===== config.mk =====
export PLATFORM = sky130hd
export DESIGN_NAME = uart_tx
export DESIGN_NICKNAME = d
export VERILOG_FILES = /design/src/rtl/uart_tx.sv
export SDC_FILE = /design/constraint.sdc
export NUM_CORES = 1
export LEC_CHECK = 0
export CORE_MARGIN = 4
export CORE_UTILIZATION = 40
export DETAILED_ROUTE_END_ITERATION = 12
export GPL_TIMING_DRIVEN = 0
export PLACE_DENSITY = 0.69
export SYNTH_ARGS = -nofsm -noshare
export SYNTH_HDL_FRONTEND = slang
export SYNTH_SLANG_ARGS = --single-unit
export TNS_END_PERCENT = 20

===== constraint.sdc =====
create_clock -name clk -period 2.4 [get_ports clk]
set_input_delay 0.48 -clock clk [delete_from_list [all_inputs] [get_ports clk]]
set_output_delay 0.48 -clock clk [all_outputs]
set_load 0.05 [all_outputs]

===== src/rtl/uart_tx.sv =====
// Serial UART transmitter: start bit, 8 data bits LSB first, odd parity, stop bit.
// The line idles high and every bit is held for CLK_FREQUENCY/BAUD_RATE clocks.
module uart_tx #(
    parameter int unsigned CLK_FREQUENCY = 100_000_000,
    parameter int unsigned BAUD_RATE     = 19_200
) (
    input  logic       clk,
    input  logic       rst,
    input  logic       send,
    input  logic [7:0] din,
    output logic       tx_out,
    output logic       busy,
    output logic       tx_done
);

    localparam int unsigned BAUD_CYCLES = CLK_FREQUENCY / BAUD_RATE;
    localparam int unsigned CNT_W       = (BAUD_CYCLES > 1) ? $clog2(BAUD_CYCLES) : 1;
    localparam logic [CNT_W-1:0] BAUD_LAST = CNT_W'(BAUD_CYCLES - 1);

    typedef enum logic [2:0] {
        IDLE,
        START,
        DATA,
        PARITY,
        STOP,
        WAIT_LOW
    } state_t;

    state_t           state_q;
    logic [CNT_W-1:0] baud_q;
    logic [2:0]       bit_q;
    logic [7:0]       shift_q;
    logic             par_q;
    logic             tx_q;
    logic             busy_q;
    logic             done_q;
    logic             baud_end;

    assign baud_end = (baud_q == BAUD_LAST);

    always_ff @(posedge clk or posedge rst) begin
        if (rst) begin
            state_q <= IDLE;
            baud_q  <= '0;
            bit_q   <= '0;
            shift_q <= '0;
            par_q   <= 1'b0;
            tx_q    <= 1'b1;
            busy_q  <= 1'b0;
            done_q  <= 1'b0;
        end else begin
            done_q <= 1'b0;
            baud_q <= baud_end ? '0 : baud_q + 1'b1;
            case (state_q)
                IDLE: begin
                    baud_q <= '0;
                    if (send) begin
                        shift_q <= din;
                        par_q   <= ~^din;
                        tx_q    <= 1'b0;
                        busy_q  <= 1'b1;
                        state_q <= START;
                    end
                end
                START: begin
                    if (baud_end) begin
                        tx_q    <= shift_q[0];
                        bit_q   <= '0;
                        state_q <= DATA;
                    end
                end
                DATA: begin
                    if (baud_end) begin
                        // shift_q[1] is the bit that becomes LSB after this shift
                        shift_q <= {1'b0, shift_q[7:1]};
                        if (bit_q == 3'd7) begin
                            tx_q    <= par_q;
                            state_q <= PARITY;
                        end else begin
                            bit_q <= bit_q + 3'd1;
                            tx_q  <= shift_q[1];
                        end
                    end
                end
                PARITY: begin
                    if (baud_end) begin
                        tx_q    <= 1'b1;
                        state_q <= STOP;
                    end
                end
                STOP: begin
                    if (baud_end) begin
                        done_q  <= 1'b1;
                        busy_q  <= 1'b0;
                        state_q <= WAIT_LOW;
                    end
                end
                WAIT_LOW: begin
                    // a held send must be released before another frame is accepted
                    baud_q <= '0;
                    if (!send) state_q <= IDLE;
                end
                default: state_q <= IDLE;
            endcase
        end
    end

    assign tx_out  = tx_q;
    assign busy    = busy_q;
    assign tx_done = done_q;

endmodule


# [Word-level counts from Yosys, hierarchy flattened]
# Index checks and enable logic that the tools add are counted.
[op_classes] n_reduce_logical=13 eq_ne=15 muxes=28 n_addsub=2
[ops] cell="$mux 3" n=10
[ops] cell="$mux 13" n=2
[ops] cell="$pmux 3 s6" n=1
[ops] cell="$mux 8" n=2
[ops] cell="$ne 2x2->1 const B" n=8
[ops] cell="$pmux 8 s2" n=1
[ops] cell="$add 13x1->13 const B" n=1
[ops] cell="$eq 13x13->1 const B" n=1
[ops] cell="$eq 3x3->1 const B" n=3
[ops] cell="$mux 1" n=9
[ops] cell="$reduce_xnor 8->1" n=1
[ops] cell="$reduce_and 7->1" n=1
[ops] cell="$eq 3x2->1 const B" n=2
[ops] cell="$pmux 3 s2" n=1
[ops] cell="$reduce_and 3->1" n=2
[ops] cell="$reduce_bool 2->1" n=3
[ops] cell="$reduce_and 5->1" n=1
[ops] cell="$pmux 1 s4" n=1
[ops] cell="$reduce_and 4->1" n=1
[ops] cell="$reduce_bool 4->1" n=1
[ops] cell="$add 3x1->3 const B" n=1
[ops] cell="$eq 3x1->1 const B" n=1
[ops] cell="$logic_not 3->1" n=1
[ops] cell="$pmux 1 s2" n=1
[ops] cell="2 further kinds" n=2
[word_totals] wordCells=66 ff_bits=31 inputBits=11

# [Longest topological paths before layout]
[logic_depth] word_depth=4 mapped_depth=6

# [Least setup slack after synthesis]
# OpenSTA, ideal clock, no wires.
[synth_path] path_type="reg-to-reg" startpoint="reg baud_q[0]" endpoint="reg shift_q[0]" path_stages_with_launch=6 t_arrival_ns=1.711 setup_time_ns=0.125 setup_slack_ns=0.564 period_less_slack_ns=1.836 required_ns=2.275 cell_sequence="dfrtp_1 ha_1 nor4b_4 nand3_2 o21ai_4 mux2_2"
[synth_between] elab_chain_len=3
[synth_rtl] item="from (decl)" line_no="30" source="logic [CNT_W-1:0] baud_q;"
[synth_rtl] item="from (signal assigned)" line_no="53" source="baud_q <= baud_end ? '0 : baud_q + 1'b1;"
[synth_rtl] item="$eq 13x13->1" line_no="39" source="assign baud_end = (baud_q == BAUD_LAST);"
[synth_rtl] item="$ne 2x2->1 (no source line)"
[synth_rtl] item="$reduce_and 3->1 (no source line)"
[synth_rtl] item="to (signal assigned)" line_no="58" source="shift_q <= din;"
[synth_rtl] item="to (signal assigned)" line_no="75" source="shift_q <= {1'b0, shift_q[7:1]};"
[synth_rtl] item="to (decl)" line_no="32" source="logic [7:0] shift_q;"
# Every way passes these cells.
# A chain may end at the register's enable or synchronous reset.

# [Final worst setup path]
[layout_path] startpoint="reg tx_q (netlist: tx_out)" endpoint="out tx_out"
[layout_rtl] item="from (decl)" line_no="34" source="logic tx_q;"
[layout_rtl] item="from (signal assigned)" line_no="67" source="tx_q <= shift_q[0];"
[layout_rtl] item="from (signal assigned)" line_no="77" source="tx_q <= par_q;"
[layout_rtl] item="from (signal assigned)" line_no="81" source="tx_q <= shift_q[1];"
[layout_rtl] item="to (decl)" line_no="11" source="output logic tx_out,"
# No word-level cell between the ends.

==> results.md <==
- Internal power: 1080 µW
- CP Max Fanout: 2
- Residual DRC count: 0
- Port-buffer cells: 13
- Most frequently used cell type in the post-synthesis netlist: dfrtp_1
- Class of the tightest hold or removal check: flop to flop
- Clk Tree Root Cell: clkbuf_8
- Cells taking the most area after synthesis: dfrtp_1 (45%), mux2_2 (9.4%), xnor2_1 (8.3%)
- Height of the die: 72.8 µm
- Number of clock buffers inserted by TritonCTS: 5
- Synth warnings: 0
- Wire length after detailed routing: 3170 µm
- Final-report setup violation count: 0
- Register area: 777 µm²
- Number of synthesized flops with an enable pin: 0
- Number of antenna cells inserted: 0
- Max stage delay cell, worst path: clkdlybuf4s50_1
- Slew at the pin with the worst max-slew slack: 1.15 ns
- Seq/Total Area, Yosys: 0.462
- RSZ-0062 raised after global routing: no
- Via count normalized by instance count: 5.13
- Slew HR: 0.234
- Number of H-tree levels: 2
- Final HPWL DP: 2330 µm
- Cells traversed along the worst timing path: clkdlybuf4s50_1
- Total power divided by cell area: 834 nW/µm²
- Floorplan row count: 23
- Average cell area after synthesis: 10.6 µm²
- Delay-heaviest family, CP: buffers and inverters
- Initial core utilization: 0.417
- Critical setup path kind: flop to output port
- Fraction of registers with async set or reset after synthesis: 1.00
- Delay of the slowest cell on the worst path: 0.80 ns
- CTS tree: built
- Critical Path Source: tx_out
- Startpoint of the most critical register-to-register path: baud_q[0]
- Dominant register cell in the synthesized netlist: dfrtp_1
- Commonest cells in the netlist: dfrtp_1 (30), nor2_1 (21), xnor2_1 (16)
- Average routed wire per standard cell: 13.8 µm
- Outcome: completed
- Skew final: 0.00766 ns
- Number of setup buffers added after CTS: 0
- Number of cells after detailed placement: 222
- Worst setup EP type: output port
- Final nets: 193
- Clock Sink Count: 31
- Hold violation count in the final report: 0
- Core area: 4030 µm²
- Number of cells in the finished layout apart from fillers: 230
- Total global routing track utilization: 0.136
- Crit path time final: 2.09 ns
- Number of antenna violations at the first check in global routing: 0
- Total negative slack for setup checks: 0 ns
- Number of inserted filler cells in the final layout: 378
- First-pass GRT wire length: 5520 µm
- Synthesized netlist net count: 173
- Share of the synthesized area in the top cell type: 0.447
- Share of post-route cells with drive strength above 1: 0.183
- Post-synthesis instance total: 159
- Area added between synthesis and finish: 16.5%
- Residual antenna-violating net count after detailed routing: 0
- Gr ovfl total: 0
- First-pass iteration count of the detailed router: 4
- Post-CTS Hold Fix Bufs: 0
- Kind of start point of the critical path: flop
- Clock power frac: 0.240
- Vias in the first global route: 1226
- Multi-input combinational cell area: 837 µm²
- Switching power share of the total: 0.339
- Die area: 5300 µm²
- GP Congestion: 0.848
- Number of distinct library cells after synthesis: 37
- IO Pins: 14
- Worst ir drop on vdd: 0.406 mV
- Hold path startpoint: shift_q[6]
- Share of power burned in registers: 0.472
- Buffers plus inverters on the worst setup path: 1
- Max cap viols: 0
- Worst endpoint data arrival time: 1.61 ns
- Lkg Pwr: 0.000843 µW
- Clock latency reported for the late side of the worst-skew pair: 0.28 ns
- Final cycle utilization of the critical path: 0.871
- Maximum buffer depth of the clock tree: 2
- Violation count after the first detailed-route iteration: 24
- Library cell occupying the most area in the post-synthesis netlist: dfrtp_1
- Seq cells post-synth: 31
- Synth Cell Area: 1680 µm²
- Pin count of the biggest net entering global routing: 32
- Horiz. Die Dim: 72.8 µm
- FMAX: 478 MHz
- Switching power summed over all nets: 552 µW
- Required time of the worst setup path: 1.92 ns
- Clock transition at the register clock pins on the worst setup and hold paths after CTS: 0.07 ns
- Share of power burned in combinational logic: 0.288
- Routed via count: 1179
- Max-slew violations: 0
- Number of cells upsized or downsized after cts: 0
[cell families after synthesis]
kind of cell / Yosys count / synth area share
AOI/OAI and AO/OA: 17 / 0.0678
DFF: 31 / 0.462
adders and majority gates: 3 / 0.0223
buffers and inverters: 16 / 0.0395
and+or+nand+nor: 53 / 0.177
xor gates and xnor gates: 20 / 0.104
muxes: 19 / 0.127
[state kept, by name, summed over array words and instances (netlist names)]
name / count
tx_out: 1
baud_q: 13
shift_q: 8
state_q: 3
tx_done: 1
par_q: 1
bit_q: 3
busy: 1
[power groups by stage]
stage / clock network, µW / registers (µW) / logic [µW]
after detailed placement: 0 / 779 / 477
after floorplan: 0 / 778 / 341
final: 391 / 770 / 470
after global routing: 427 / 785 / 523
after global placement: 0 / 769 / 454
after CTS: 407 / 769 / 480
[final cells by class]
| type | count | area share |
|---|---|---|
| timing repair buffer | 13 | 0.0665 |
| buffer | 5 | 0.0128 |
| clock inverter | 3 | 0.00767 |
| sequential | 31 | 0.397 |
| multi-input combinational | 112 | 0.428 |
| inverter | 11 | 0.0211 |
| clock buffer | 5 | 0.0352 |
| tap | 50 | 0.0320 |
[per-layer routing]
layer	global-route usage	share of wire	wire length, µm	vias to the layer above
met5	0	0	0	-
met1	0.165	0.44	1400	562
met4	0.0471	0.014	45	0
met2	0.215	0.49	1550	20
li1	-	-	-	591
met3	0.0579	0.052	164	6
[per-stage QoR]
step	utilization	instance area (µm²)	hold slack (ns)	power, µW	worst slack, ns
floorplan	-	1680	0.450	1120	0.564
global placement	0.465	1870	0.481	1220	0.355
detailed placement	0.465	1870	0.485	1260	0.293
CTS	0.486	1960	0.511	1660	0.285
global route	0.486	1960	0.524	1740	0.163
finish	0.486	1960	0.509	1630	0.309
[cell usage in the layout, fill, tap and decap left out, drive strengths merged]
| cell type | Yosys | layout |
|---|---|---|
| dfstp | 1 | 1 |
| nand4 | 2 | 2 |
| xor2 | 4 | 4 |
| nor3 | 1 | 1 |
| o32ai | 1 | 1 |
| ha | 3 | 3 |
| xnor2 | 16 | 16 |
| and3 | 1 | 1 |
| o211a | 1 | 1 |
| nor2 | 21 | 21 |
| clkinv | 0 | 3 |
| clkdlybuf4s50 | 0 | 13 |
| and4bb | 1 | 1 |
| nor3b | 1 | 1 |
| nand3 | 8 | 8 |
| a21oi | 5 | 5 |
| o31ai | 2 | 2 |
| nor4b | 2 | 2 |
| or3b | 1 | 1 |
| nand2b | 1 | 1 |
| o22ai | 1 | 1 |
| mux2i | 4 | 4 |
| nand2 | 8 | 8 |
| buf | 3 | 3 |
| o211ai | 1 | 1 |
| o21ai | 6 | 6 |
| nor4 | 3 | 3 |
| inv | 11 | 11 |
| clkbuf | 2 | 7 |
| and4b | 1 | 1 |
| or3 | 1 | 1 |
| dfrtp | 30 | 30 |
| mux2 | 15 | 15 |
| nand3b | 1 | 1 |
[final timing paths]
| kind | cells past startpoint | end | slack [ns] |
|---|---|---|---|
| min in group asynchronous | 2 | baud_q[9] | 0.80 |
| max reg2reg | 5 | shift_q[3] | 0.32 |
| min reg2reg | 1 | shift_q[6] | 0.51 |
| max | 1 | tx_out | 0.31 |
| min | 1 | shift_q[6] | 0.51 |
| max in group asynchronous | 2 | state_q[1] | 0.91 |
Power figures use the tool's default switching activity.
